<file path="src/rtl/fetch_pkg.sv">
// fetch_pkg: shared types and constants for the instruction fetch stage.
// Contents: state_t (fetch FSM states), entry_t (queued instruction + PC),
// NOP_INSTR, QUEUE_DEPTH, align_pc() helper.
// Optional HALT state exists only when FETCH_MISALIGN_CHECK_EN is defined.
package fetch_pkg;

    localparam logic [31:0] NOP_INSTR   = 32'h0000_0013;
    localparam int          QUEUE_DEPTH = 2;

    typedef enum logic [2:0] {
        IDLE,
        REQ,
        WAIT,
        KILL
`ifdef FETCH_MISALIGN_CHECK_EN
        ,
        HALT
`endif
    } state_t;

    typedef struct packed {
        logic [31:0] instr;
        logic [31:0] pc;
    } entry_t;

    function automatic logic [31:0] align_pc(input logic [31:0] a);
        return {a[31:2], 2'b00};
    endfunction

endpackage

</file>
<file path="src/rtl/fetch_unit_if.sv">
// fetch_unit_if: bundle of the fetch stage's memory, redirect and decode channels.
// Signals:
//   imem_req_valid/ready/addr  fetch request channel (fetch -> memory)
//   imem_rsp_valid/data        fetch response, never back-pressured
//   redirect_valid/pc          change of flow from branch resolution
//   instr_valid/ready          queue head handshake towards decode
//   instruction/instr_pc       queue head contents
//   fetch_err                  sticky misaligned-redirect flag (FETCH_MISALIGN_CHECK_EN only)
// Modports: master = fetch unit, slave = environment (memory + decode + branch unit).
interface fetch_unit_if;

    logic        imem_req_valid;
    logic        imem_req_ready;
    logic [31:0] imem_req_addr;
    logic        imem_rsp_valid;
    logic [31:0] imem_rsp_data;
    logic        redirect_valid;
    logic [31:0] redirect_pc;
    logic        instr_valid;
    logic        instr_ready;
    logic [31:0] instruction;
    logic [31:0] instr_pc;
`ifdef FETCH_MISALIGN_CHECK_EN
    logic        fetch_err;
`endif

    modport master (
        input  imem_req_ready, imem_rsp_valid, imem_rsp_data,
        input  redirect_valid, redirect_pc, instr_ready,
`ifdef FETCH_MISALIGN_CHECK_EN
        output fetch_err,
`endif
        output imem_req_valid, imem_req_addr,
        output instr_valid, instruction, instr_pc
    );

    modport slave (
        output imem_req_ready, imem_rsp_valid, imem_rsp_data,
        output redirect_valid, redirect_pc, instr_ready,
`ifdef FETCH_MISALIGN_CHECK_EN
        input  fetch_err,
`endif
        input  imem_req_valid, imem_req_addr,
        input  instr_valid, instruction, instr_pc
    );

endinterface

</file>
<file path="src/rtl/fetch_queue.sv">
// fetch_queue: 2-entry FIFO of {instruction, pc} between fetch and decode.
// Ports:
//   clk, rst    clock, asynchronous active-high reset
//   push, din   enqueue din (ignored when full unless a pop frees a slot)
//   pop         dequeue head (ignored when empty)
//   flush       empty the queue, overrides push and pop
//   head        oldest entry (slot 0), meaningful only when count != 0
//   count       number of valid entries (0..2)
module fetch_queue
    import fetch_pkg::*;
(
    input  logic       clk,
    input  logic       rst,
    input  logic       push,
    input  logic       pop,
    input  logic       flush,
    input  entry_t     din,
    output entry_t     head,
    output logic [1:0] count
);

    entry_t     slot0, slot1, slot0_n, slot1_n;
    logic [1:0] count_n, wr_idx;
    logic       do_pop, do_push;

    // Slot 0 is always the head, so a pop shifts slot 1 down and an incoming
    // word lands in the first free slot after that shift.
    always_comb begin
        do_pop  = pop && (count != 2'd0);
        do_push = push && ((count != 2'(QUEUE_DEPTH)) || do_pop);
        wr_idx  = count - {1'b0, do_pop};
        count_n = flush ? 2'd0 : count + {1'b0, do_push} - {1'b0, do_pop};
        slot0_n = (do_push && wr_idx == 2'd0) ? din : do_pop ? slot1 : slot0;
        slot1_n = (do_push && wr_idx == 2'd1) ? din : slot1;
    end

    always_ff @(posedge clk or posedge rst) begin
        if (rst) begin
            count <= 2'd0;
            slot0 <= '0;
            slot1 <= '0;
        end else begin
            count <= count_n;
            slot0 <= slot0_n;
            slot1 <= slot1_n;
        end
    end

    assign head = slot0;

endmodule

</file>
<file path="src/rtl/fetch_unit.sv">
// fetch_unit: instruction fetch stage -- owns the PC, issues one word read at a
// time to instruction memory and queues returned words for decode.
// Ports:
//   clk, rst  clock, asynchronous active-high reset
//   bus       fetch_unit_if.master (memory request/response, redirect, decode handshake)
// Parameter RESET_PC: first fetch address after reset (word aligned).
// Macro FETCH_MISALIGN_CHECK_EN: a misaligned redirect raises sticky fetch_err
// and parks the unit in HALT until reset; without it the low PC bits are dropped.
module fetch_unit
    import fetch_pkg::*;
#(
    parameter logic [31:0] RESET_PC = 32'h0000_0000
) (
    input logic          clk,
    input logic          rst,
    fetch_unit_if.master bus
);

    state_t      state, state_n;
    logic [31:0] pc, pc_n, req_pc;
    logic [1:0]  count;
    entry_t      head, rsp_entry;
    logic        hs, rsp, redir, stale, push, pop;
`ifdef FETCH_MISALIGN_CHECK_EN
    logic        misalign, err;
`endif

    assign bus.imem_req_valid = (state == REQ) && (count < 2'(QUEUE_DEPTH));
    assign bus.imem_req_addr  = pc;
    assign hs                 = bus.imem_req_valid && bus.imem_req_ready;
    assign rsp                = bus.imem_rsp_valid;

`ifdef FETCH_MISALIGN_CHECK_EN
    assign redir         = bus.redirect_valid && (state != HALT);
    assign misalign      = redir && (bus.redirect_pc[1:0] != 2'b00);
    assign bus.fetch_err = err;
`else
    assign redir = bus.redirect_valid;
`endif

    // A redirect leaves a stale request outstanding when one was just
    // accepted, or when one is in flight and its response has not arrived.
    assign stale = (state == REQ) ? hs : ((state == WAIT || state == KILL) && !rsp);

    always_comb begin
        state_n = state;
        case (state)
            IDLE:       state_n = REQ;
            REQ:        state_n = hs ? WAIT : REQ;
            WAIT, KILL: state_n = rsp ? REQ : state;
            default:    state_n = state;
        endcase
        if (redir)
            state_n = stale ? KILL : REQ;
`ifdef FETCH_MISALIGN_CHECK_EN
        if (misalign)
            state_n = HALT;
`endif
    end

    assign pc_n = redir ? align_pc(bus.redirect_pc) : hs ? pc + 32'd4 : pc;

    always_ff @(posedge clk or posedge rst) begin
        if (rst) begin
            state  <= IDLE;
            pc     <= RESET_PC;
            req_pc <= '0;
        end else begin
            state  <= state_n;
            pc     <= pc_n;
            if (hs)
                req_pc <= pc;
        end
    end

`ifdef FETCH_MISALIGN_CHECK_EN
    always_ff @(posedge clk or posedge rst) begin
        if (rst)
            err <= 1'b0;
        else if (misalign)
            err <= 1'b1;
    end
`endif

    // Responses are only kept in WAIT; a same-cycle redirect drops them.
    assign push      = (state == WAIT) && rsp && !redir;
    assign pop       = bus.instr_valid && bus.instr_ready;
    assign rsp_entry = '{instr: bus.imem_rsp_data, pc: req_pc};

    fetch_queue u_queue (
        .clk   (clk),
        .rst   (rst),
        .push  (push),
        .pop   (pop),
        .flush (redir),
        .din   (rsp_entry),
        .head  (head),
        .count (count)
    );

    assign bus.instr_valid = (count != 2'd0);
    assign bus.instruction = bus.instr_valid ? head.instr : NOP_INSTR;
    assign bus.instr_pc    = bus.instr_valid ? head.pc : 32'h0;

endmodule

</file>
<file path="src/flat_wrapper.sv">
// flat-port wrapper written by rule: the top's interface ports become plain ports
module fetch_unit_flat import fetch_pkg::*;
#(
    parameter logic [31:0] RESET_PC = 32'h0000_0000
)
  (clk, rst, bus_imem_req_ready, bus_imem_rsp_valid, bus_imem_rsp_data, bus_redirect_valid, bus_redirect_pc, bus_instr_ready, bus_imem_req_valid, bus_imem_req_addr, bus_instr_valid, bus_instruction, bus_instr_pc);
  fetch_unit_if bus_i ();
  input logic clk;
  input logic rst;
  input wire logic [$bits(bus_i.imem_req_ready)-1:0] bus_imem_req_ready;
  input wire logic [$bits(bus_i.imem_rsp_valid)-1:0] bus_imem_rsp_valid;
  input wire logic [$bits(bus_i.imem_rsp_data)-1:0] bus_imem_rsp_data;
  input wire logic [$bits(bus_i.redirect_valid)-1:0] bus_redirect_valid;
  input wire logic [$bits(bus_i.redirect_pc)-1:0] bus_redirect_pc;
  input wire logic [$bits(bus_i.instr_ready)-1:0] bus_instr_ready;
  output wire logic [$bits(bus_i.imem_req_valid)-1:0] bus_imem_req_valid;
  output wire logic [$bits(bus_i.imem_req_addr)-1:0] bus_imem_req_addr;
  output wire logic [$bits(bus_i.instr_valid)-1:0] bus_instr_valid;
  output wire logic [$bits(bus_i.instruction)-1:0] bus_instruction;
  output wire logic [$bits(bus_i.instr_pc)-1:0] bus_instr_pc;
  assign bus_i.imem_req_ready = bus_imem_req_ready;
  assign bus_i.imem_rsp_valid = bus_imem_rsp_valid;
  assign bus_i.imem_rsp_data = bus_imem_rsp_data;
  assign bus_i.redirect_valid = bus_redirect_valid;
  assign bus_i.redirect_pc = bus_redirect_pc;
  assign bus_i.instr_ready = bus_instr_ready;
  assign bus_imem_req_valid = bus_i.imem_req_valid;
  assign bus_imem_req_addr = bus_i.imem_req_addr;
  assign bus_instr_valid = bus_i.instr_valid;
  assign bus_instruction = bus_i.instruction;
  assign bus_instr_pc = bus_i.instr_pc;
  fetch_unit #(.RESET_PC(RESET_PC)) u_core (.clk(clk), .rst(rst), .bus(bus_i));
endmodule
</file>
<file path="config.mk">
export PLATFORM = sky130hd
export DESIGN_NAME = fetch_unit_flat
export DESIGN_NICKNAME = d
export VERILOG_FILES = /design/src/rtl/fetch_pkg.sv /design/src/rtl/fetch_unit_if.sv /design/src/rtl/fetch_queue.sv /design/src/rtl/fetch_unit.sv /design/src/flat_wrapper.sv
export SDC_FILE = /design/constraint.sdc
export NUM_CORES = 1
export LEC_CHECK = 0
export ABC_AREA = 1
export ABC_CLOCK_PERIOD_IN_PS = 7900
export CORE_MARGIN = 5
export CORE_UTILIZATION = 30
export CTS_CLUSTER_DIAMETER = 150
export DETAILED_ROUTE_END_ITERATION = 7
export GPL_ROUTABILITY_DRIVEN = 0
export PLACE_DENSITY_LB_ADDON = 0.3
export SYNTH_ARGS = -nofsm -noshare
export SYNTH_HDL_FRONTEND = slang
export SYNTH_SLANG_ARGS = --single-unit
</file>
<file path="constraint.sdc">
create_clock -name clk -period 7.9 [get_ports clk]
set_input_delay 1.185 -clock clk [delete_from_list [all_inputs] [get_ports clk]]
set_output_delay 1.185 -clock clk [all_outputs]
set_load 0.02 [all_outputs]
</file>
==> impl_metrics.json, run 1 <==
{
  "drcViolationCount": 0,
  "netlist_instances": 1233,
  "ys_ff_latch": 188,
  "design.core.area_um2": 30670,
  "cts_hold_buf": 0,
  "wire_per_inst_um": 15.30,
  "cts.sinks": 188,
  "worst_path_most_repeated_cell": "buf_4",
  "ys_warn_count": 0,
  "numCtsBuffers": 17,
  "dpl-instance-area_um2": 11170,
  "crit_path_start_kind": "input port",
  "critPathMaxStageDelay_ns": 0.66,
  "cts-htree-levels": 4,
  "postCtsSetupRepairBufs": 0,
  "initial_core_util_pct": 30.44,
  "grt_pass1_vias": 8301,
  "worstHoldStart": "u_core.u_queue.slot1[55]$_DFFE_PP0P_",
  "grt_pass1_wl_mm": 44.59,
  "max-cap-violations": 0,
  "hp-class": "reg -> reg",
  "cp.required_ns": 8.26,
  "row_count": 64,
  "clock_skew_ns": 0.01402,
  "maxSlewHeadroom_pct": 34.74,
  "firstDrtPassIters": 7,
  "cp.arrival_ns": 5.28,
  "nets": 1425,
  "path_cells": "clkdlybuf4s50_1, nand2_2, buf_4, inv_2, buf_4, ha_1, inv_1, nor2_1, nand2_4, inv_2, buf_4, nand2_1, nand3_1",
  "die_width_um": 186.4,
  "crit_type": "in -> reg",
  "slowest_stage": "inv_2",
  "portBuffers": 161,
  "min_to": "u_core.u_queue.slot1[55]$_DFFE_PP0P_",
  "leakagePower_nw": 5.459,
  "ys_types": 30,
  "syn_avg_cell_area_um2": 7.571,
  "drtAntennaViolNets": 0,
  "routed_wl_mm": 26.91,
  "ys_seq_area_share_pct": 50.40,
  "stdcell_count": 1759,
  "hold_depth": 2,
  "cts_tree": "yes",
  "die-height_um": 186.4,
  "tns_ns": 0,
  "worstPathMaxFanout": 64,
  "clk_latency_ns": 0.43,
  "antenna_found_initial": 0,
  "cts_buffer_depth": 2,
  "final_core_util_pct": 38.40,
  "power_density_nw_per_um2": 307.2,
  "worstRegToRegCells": 15,
  "dieArea_um2": 34750,
  "clock-root-buffer": "clkbuf_16",
  "grt_max_degree": 113,
  "synth_area_um2": 9335,
  "end_kind": "register",
  "worstMarginPinSlew_ns": 0.9789,
  "p_total_mw": 3.618,
  "dp.cells": 1728,
  "grt-ovfl-total": 0,
  "clkTransAtPathRegs_ns": 0.07,
  "viasPerCell": 4.707,
  "track_usage_pct": 15.42,
  "r2r_slack_ns": 2.98,
  "fmax_mhz": 203.4,
  "ioPinCount": 168,
  "ir_drop_uv": 244.4,
  "cts-resized-gates": 0,
  "setup_violations": 0,
  "rr_startpoint": "u_core.u_queue.count[1]$_DFF_PP0_",
  "period_share_pct": 62.24,
  "layout-drive-gt1-share_pct": 4.475,
  "dp_hpwl_mm": 17.02,
  "final_cell_mix": "nand2_1, nand3_1, dfrtp_1",
  "area_growth_pct": 26.16,
  "finalInstanceArea_um2": 11780,
  "dr.first_iter.drc_count": 609,
  "r2r-end": "u_core.u_queue.head[10]$_DFFE_PP0P_",
  "outcome": "complete, no violations",
  "vias": 8279,
  "antenna-diode-count": 0,
  "maxSlewViolCount": 0,
  "period_needed_ns": 4.917,
  "layout_commonest_cell": "nand2_1",
  "final_hold_viol_count": 0,
  "rsz0062_at_grt": "false"
}
==> registers in the layout, indices dropped and copies added (netlist names) <==
register and cells:
u_core.u_queue.count 2, u_core.req_pc 30, u_core.state 2, u_core.u_queue.slot1 62, u_core.bus.imem_req_addr 30, u_core.u_queue.head 62
==> worst max-delay path: cells and delay by family <==
kind	cells	cell delay, ns
AND/OR/NAND/NOR	5	0.88
buffers and inverters	7	2.70
adder cells (fa/ha/maj)	1	0.46
==> worst max path at each step <==
stage	depth (start not counted)	end	startpoint
after CTS	15	u_core.u_queue.head[10]$_DFFE_PP0P_	u_core.u_queue.count[1]$_DFF_PP0_
after global placement	13	u_core.u_queue.head[25]$_DFFE_PP0P_	bus_instr_ready
after detailed placement	13	u_core.u_queue.head[13]$_DFFE_PP0P_	bus_instr_ready
after global routing	15	u_core.u_queue.head[15]$_DFFE_PP0P_	u_core.u_queue.count[1]$_DFF_PP0_
final	13	u_core.u_queue.head[10]$_DFFE_PP0P_	bus_instr_ready
after floorplan	1	u_core.bus.imem_req_addr[10]$_DFFE_PP0P_	rst
==> logic make-up after synthesis <==
| group | share of synthesized area [%] |
|---|---|
| fa+ha+maj | 0.5361 |
| simple gates | 35.24 |
| flops | 50.40 |
| compound gates | 3.981 |
| xor+xnor | 0.6568 |
| other cells | 0.04017 |
| buf+inv | 9.154 |
==> stage by stage <==
stage               setup slack [ns]  hold slack (ns)
floorplan                      1.601           0.4427
global placement               2.482           0.4536
detailed placement             2.449           0.4589
CTS                            2.816           0.4759
global route                   2.466           0.4872
finish                         2.983           0.4731
==> routing by layer <==
| metal | wire length [um] | up-vias | share of wire [%] | track usage (%) |
|---|---|---|---|---|
| met4 | 345 | 0 | 1.3 | 3.811 |
| met3 | 1434 | 21 | 5.3 | 3.232 |
| li1 | - | 4160 | - | - |
| met1 | 12730 | 3878 | 47 | 21.41 |
| met5 | 0 | - | 0 | 0 |
| met2 | 12400 | 220 | 46 | 24.74 |
==> power breakdown <==
part	switching, mW	leakage, nW	total (mW)	internal (mW)
clock	0.420	0.292	0.900	0.480
sequential	0.221	2.50	1.45	1.23
combinational	0.840	2.67	1.27	0.428
==> synth_stat cells <==
| cell type | instances | area share (%) |
|---|---|---|
| nor2_1 | 102 | 4.1 |
| nor2_2 | 1 | 0.067 |
| nand3_2 | 1 | 0.11 |
| dfrtp_1 | 188 | 50 |
| or2_2 | 3 | 0.20 |
| xnor2_1 | 2 | 0.19 |
| nand4_1 | 2 | 0.13 |
| o21bai_1 | 4 | 0.32 |
| clkbuf_1 | 34 | 1.4 |
| o311ai_1 | 1 | 0.094 |
| nand3_1 | 302 | 16 |
| buf_2 | 19 | 1.0 |
| buf_1 | 10 | 0.40 |
| nand2_4 | 1 | 0.12 |
| nand2_2 | 1 | 0.067 |
| buf_6 | 6 | 0.72 |
| inv_2 | 6 | 0.24 |
| inv_1 | 118 | 4.7 |
| clkinv_1 | 1 | 0.040 |
| o21ai_1 | 9 | 0.48 |
| clkinv_2 | 1 | 0.054 |
| ha_1 | 4 | 0.54 |
| nor2_4 | 3 | 0.36 |
| conb_1 | 1 | 0.040 |
| nor3_1 | 1 | 0.054 |
| nand2_1 | 344 | 14 |
| o21ai_0 | 53 | 2.8 |
| o211ai_1 | 3 | 0.24 |
| buf_4 | 7 | 0.56 |
| xor2_1 | 5 | 0.47 |
==> cell type report <==
class	count	area (um^2)
flip-flops and latches	188	4705
clock buffers	17	425.4
well taps	396	495.5
repair buffers	172	1694
multi-input cells	846	3795
fillers	3242	18890
inverters	126	481.7
clock inverters	14	181.4
Power figures use the tool's default switching activity.
==> inputs of run 2 (changes only) <==
ABC_CLOCK_PERIOD_IN_PS = 4600   (was 7900)
clock period = 4.6 ns   (was 7.9 ns; I/O delays follow)
==> run 2 against run 1 <==
Compared with the run above:
- register-to-register slack worse by 1.5 ns
- clock power is 71% higher
- total power increased by 72%
- first-iteration DRC count up 12%
- cell count increased by 0.11%
- hold slack about the same
- flip-flop and latch count stayed put
- count of clock-buffer cells in the layout is the same
- wire length down 0.70%
- utilization increased by 0.12 points
- critical endpoint is now bus_instruction[1]
- largest power group unchanged
==> impl_metrics.json, run 2 (synthesized netlist as in run 1, its figures left out) <==
{
  "drcViolationCount": 0,
  "power.switching_mw": 2.587,
  "r2r_slack_ns": 1.53,
  "final_hold_viol_count": 0,
  "tns_ns": 0,
  "final_cell_mix": "nand2_1, nand3_1, dfrtp_1",
  "cts_tree": "yes",
  "dpl-instance-area_um2": 11200,
  "use_met3_pct": 3.756,
  "cts-resized-gates": 0,
  "grt_pass1_vias": 8308,
  "grt_max_degree": 129,
  "crit_type": "reg -> out",
  "cts-htree-levels": 4,
  "period_needed_ns": 3.188,
  "drtAntennaViolNets": 0,
  "clock_skew_ns": 0.01678,
  "cts_hold_buf": 0,
  "initial_core_util_pct": 30.44,
  "whs_ns": 0.4727,
  "viasPerCell": 4.726,
  "worstPathMaxFanout": 62,
  "grt_pass1_wl_mm": 44.79,
  "seqPwrFrac_pct": 40.1,
  "area_growth_pct": 26.57,
  "layout-drive-gt1-share_pct": 4.615,
  "leakagePower_nw": 5.471,
  "layout_commonest_cell": "nand2_1",
  "ioPinCount": 168,
  "maxSlewHeadroom_pct": 45.63,
  "antenna-diode-count": 0,
  "multiInputGateArea_um2": 3795,
  "cts_buffer_depth": 2,
  "cp.required_ns": 3.91,
  "die_width_um": 186.4,
  "p_int_mw": 3.635,
  "final_core_util_pct": 38.52,
  "dr.first_iter.drc_count": 685,
  "combPwrFrac_pct": 35.2,
  "fmax_mhz": 313.7,
  "routed_wl_mm": 26.72,
  "design.core.area_um2": 30670,
  "row_count": 64,
  "power_density_nw_per_um2": 526.6,
  "antenna_found_initial": 0,
  "nets": 1426,
  "use_met2_pct": 24.19,
  "crit_path_start_kind": "register",
  "period_share_pct": 69.29,
  "grt-ovfl-total": 0,
  "wire_per_inst_um": 15.17,
  "firstDrtPassIters": 7,
  "vias": 8323,
  "clkTransAtPathRegs_ns": 0.07,
  "rsz0062_at_grt": "false",
  "clock-root-buffer": "clkbuf_16",
  "worstMarginPinSlew_ns": 0.8136,
  "met1_usage_pct": 21.78,
  "setup_violations": 0,
  "hp-class": "reg -> reg",
  "dieArea_um2": 34750,
  "outcome": "complete, no violations",
  "dp_slack_ns": 0.9978,
  "busiest_layer": "met2",
  "end_kind": "output pin",
  "finalInstanceArea_um2": 11820,
  "clk_latency_ns": 0.43,
  "maxSlewViolCount": 0,
  "setup_ws_ns": 1.412,
  "ir_drop_uv": 481.3,
  "power.share.clock_pct": 24.7,
  "die-height_um": 186.4,
  "numCtsBuffers": 17,
  "portBuffers": 161,
  "fillerInstances": 3172,
  "max-cap-violations": 0,
  "dp_hpwl_mm": 16.83,
  "cts.sinks": 188,
  "cp.arrival_ns": 2.50,
  "sw_frac_of_total_pct": 41.58,
  "seq_area_um2": 4705,
  "postCtsSetupRepairBufs": 0,
  "track_usage_pct": 15.40
}
[run 2: cell types whose count changed in the layout (fill, tap and decap cells not counted), sizes merged]
cell	previous run	this run
bufinv	2	1
clkinvlp	2	3
inv	130	131
buf	11	12
[run 2: critical path, cell delays in order, from the launching register on]
cell             delay (ns)
dfrtp_1                0.52
nor2_4                 0.15
buf_4                  0.56
or2_2                  0.22
clkdlybuf4s50_1        0.60
[run 2: metrics by stage]
step                total power [mW]  cells
floorplan                      3.863   1236
detailed placement             4.744   1729
global route                   6.696   1761
CTS                            6.312   1761
finish                         6.222   1761
global placement               4.707   1729
[run 2: path summary, 6_finish.rpt]
check                                                startpoint                                   end  cells past startpoint
max                           u_core.u_queue.count[1]$_DFF_PP0_                    bus_instruction[1]                      4
min                        u_core.u_queue.slot1[42]$_DFFE_PP0P_  u_core.u_queue.slot1[42]$_DFFE_PP0P_                      2
max reg2reg                   u_core.u_queue.count[1]$_DFF_PP0_   u_core.u_queue.head[18]$_DFFE_PP0P_                     12
min reg2reg                u_core.u_queue.slot1[42]$_DFFE_PP0P_  u_core.u_queue.slot1[42]$_DFFE_PP0P_                      2
max in group asynchronous                                   rst  u_core.u_queue.slot1[34]$_DFFE_PP0P_                      3
min in group asynchronous                                   rst   u_core.u_queue.head[63]$_DFFE_PP0P_                      3
[run 2: cell type report]
type	instances	area share, %
timing repair buffer	173	14.61
clock buffer	17	3.601
multi-input combinational	846	32.12
clock inverter	15	1.610
tap	396	4.194
sequential	188	39.82
inverter	126	4.045
[run 2: power by group through the flow]
stage	Sequential (mW)	Clock, mW	Combinational (mW)
after floorplan	2.48	0	1.39
after global placement	2.51	0	2.20
after detailed placement	2.52	0	2.22
after CTS	2.49	1.58	2.24
after global routing	2.56	1.66	2.47
final	2.50	1.54	2.19
[run 2: per-layer routing]
metal	vias up	part of all wire [%]
li1	4170	-
met1	3898	48
met2	235	45
met3	20	5.2
met4	0	1.2
met5	-	0
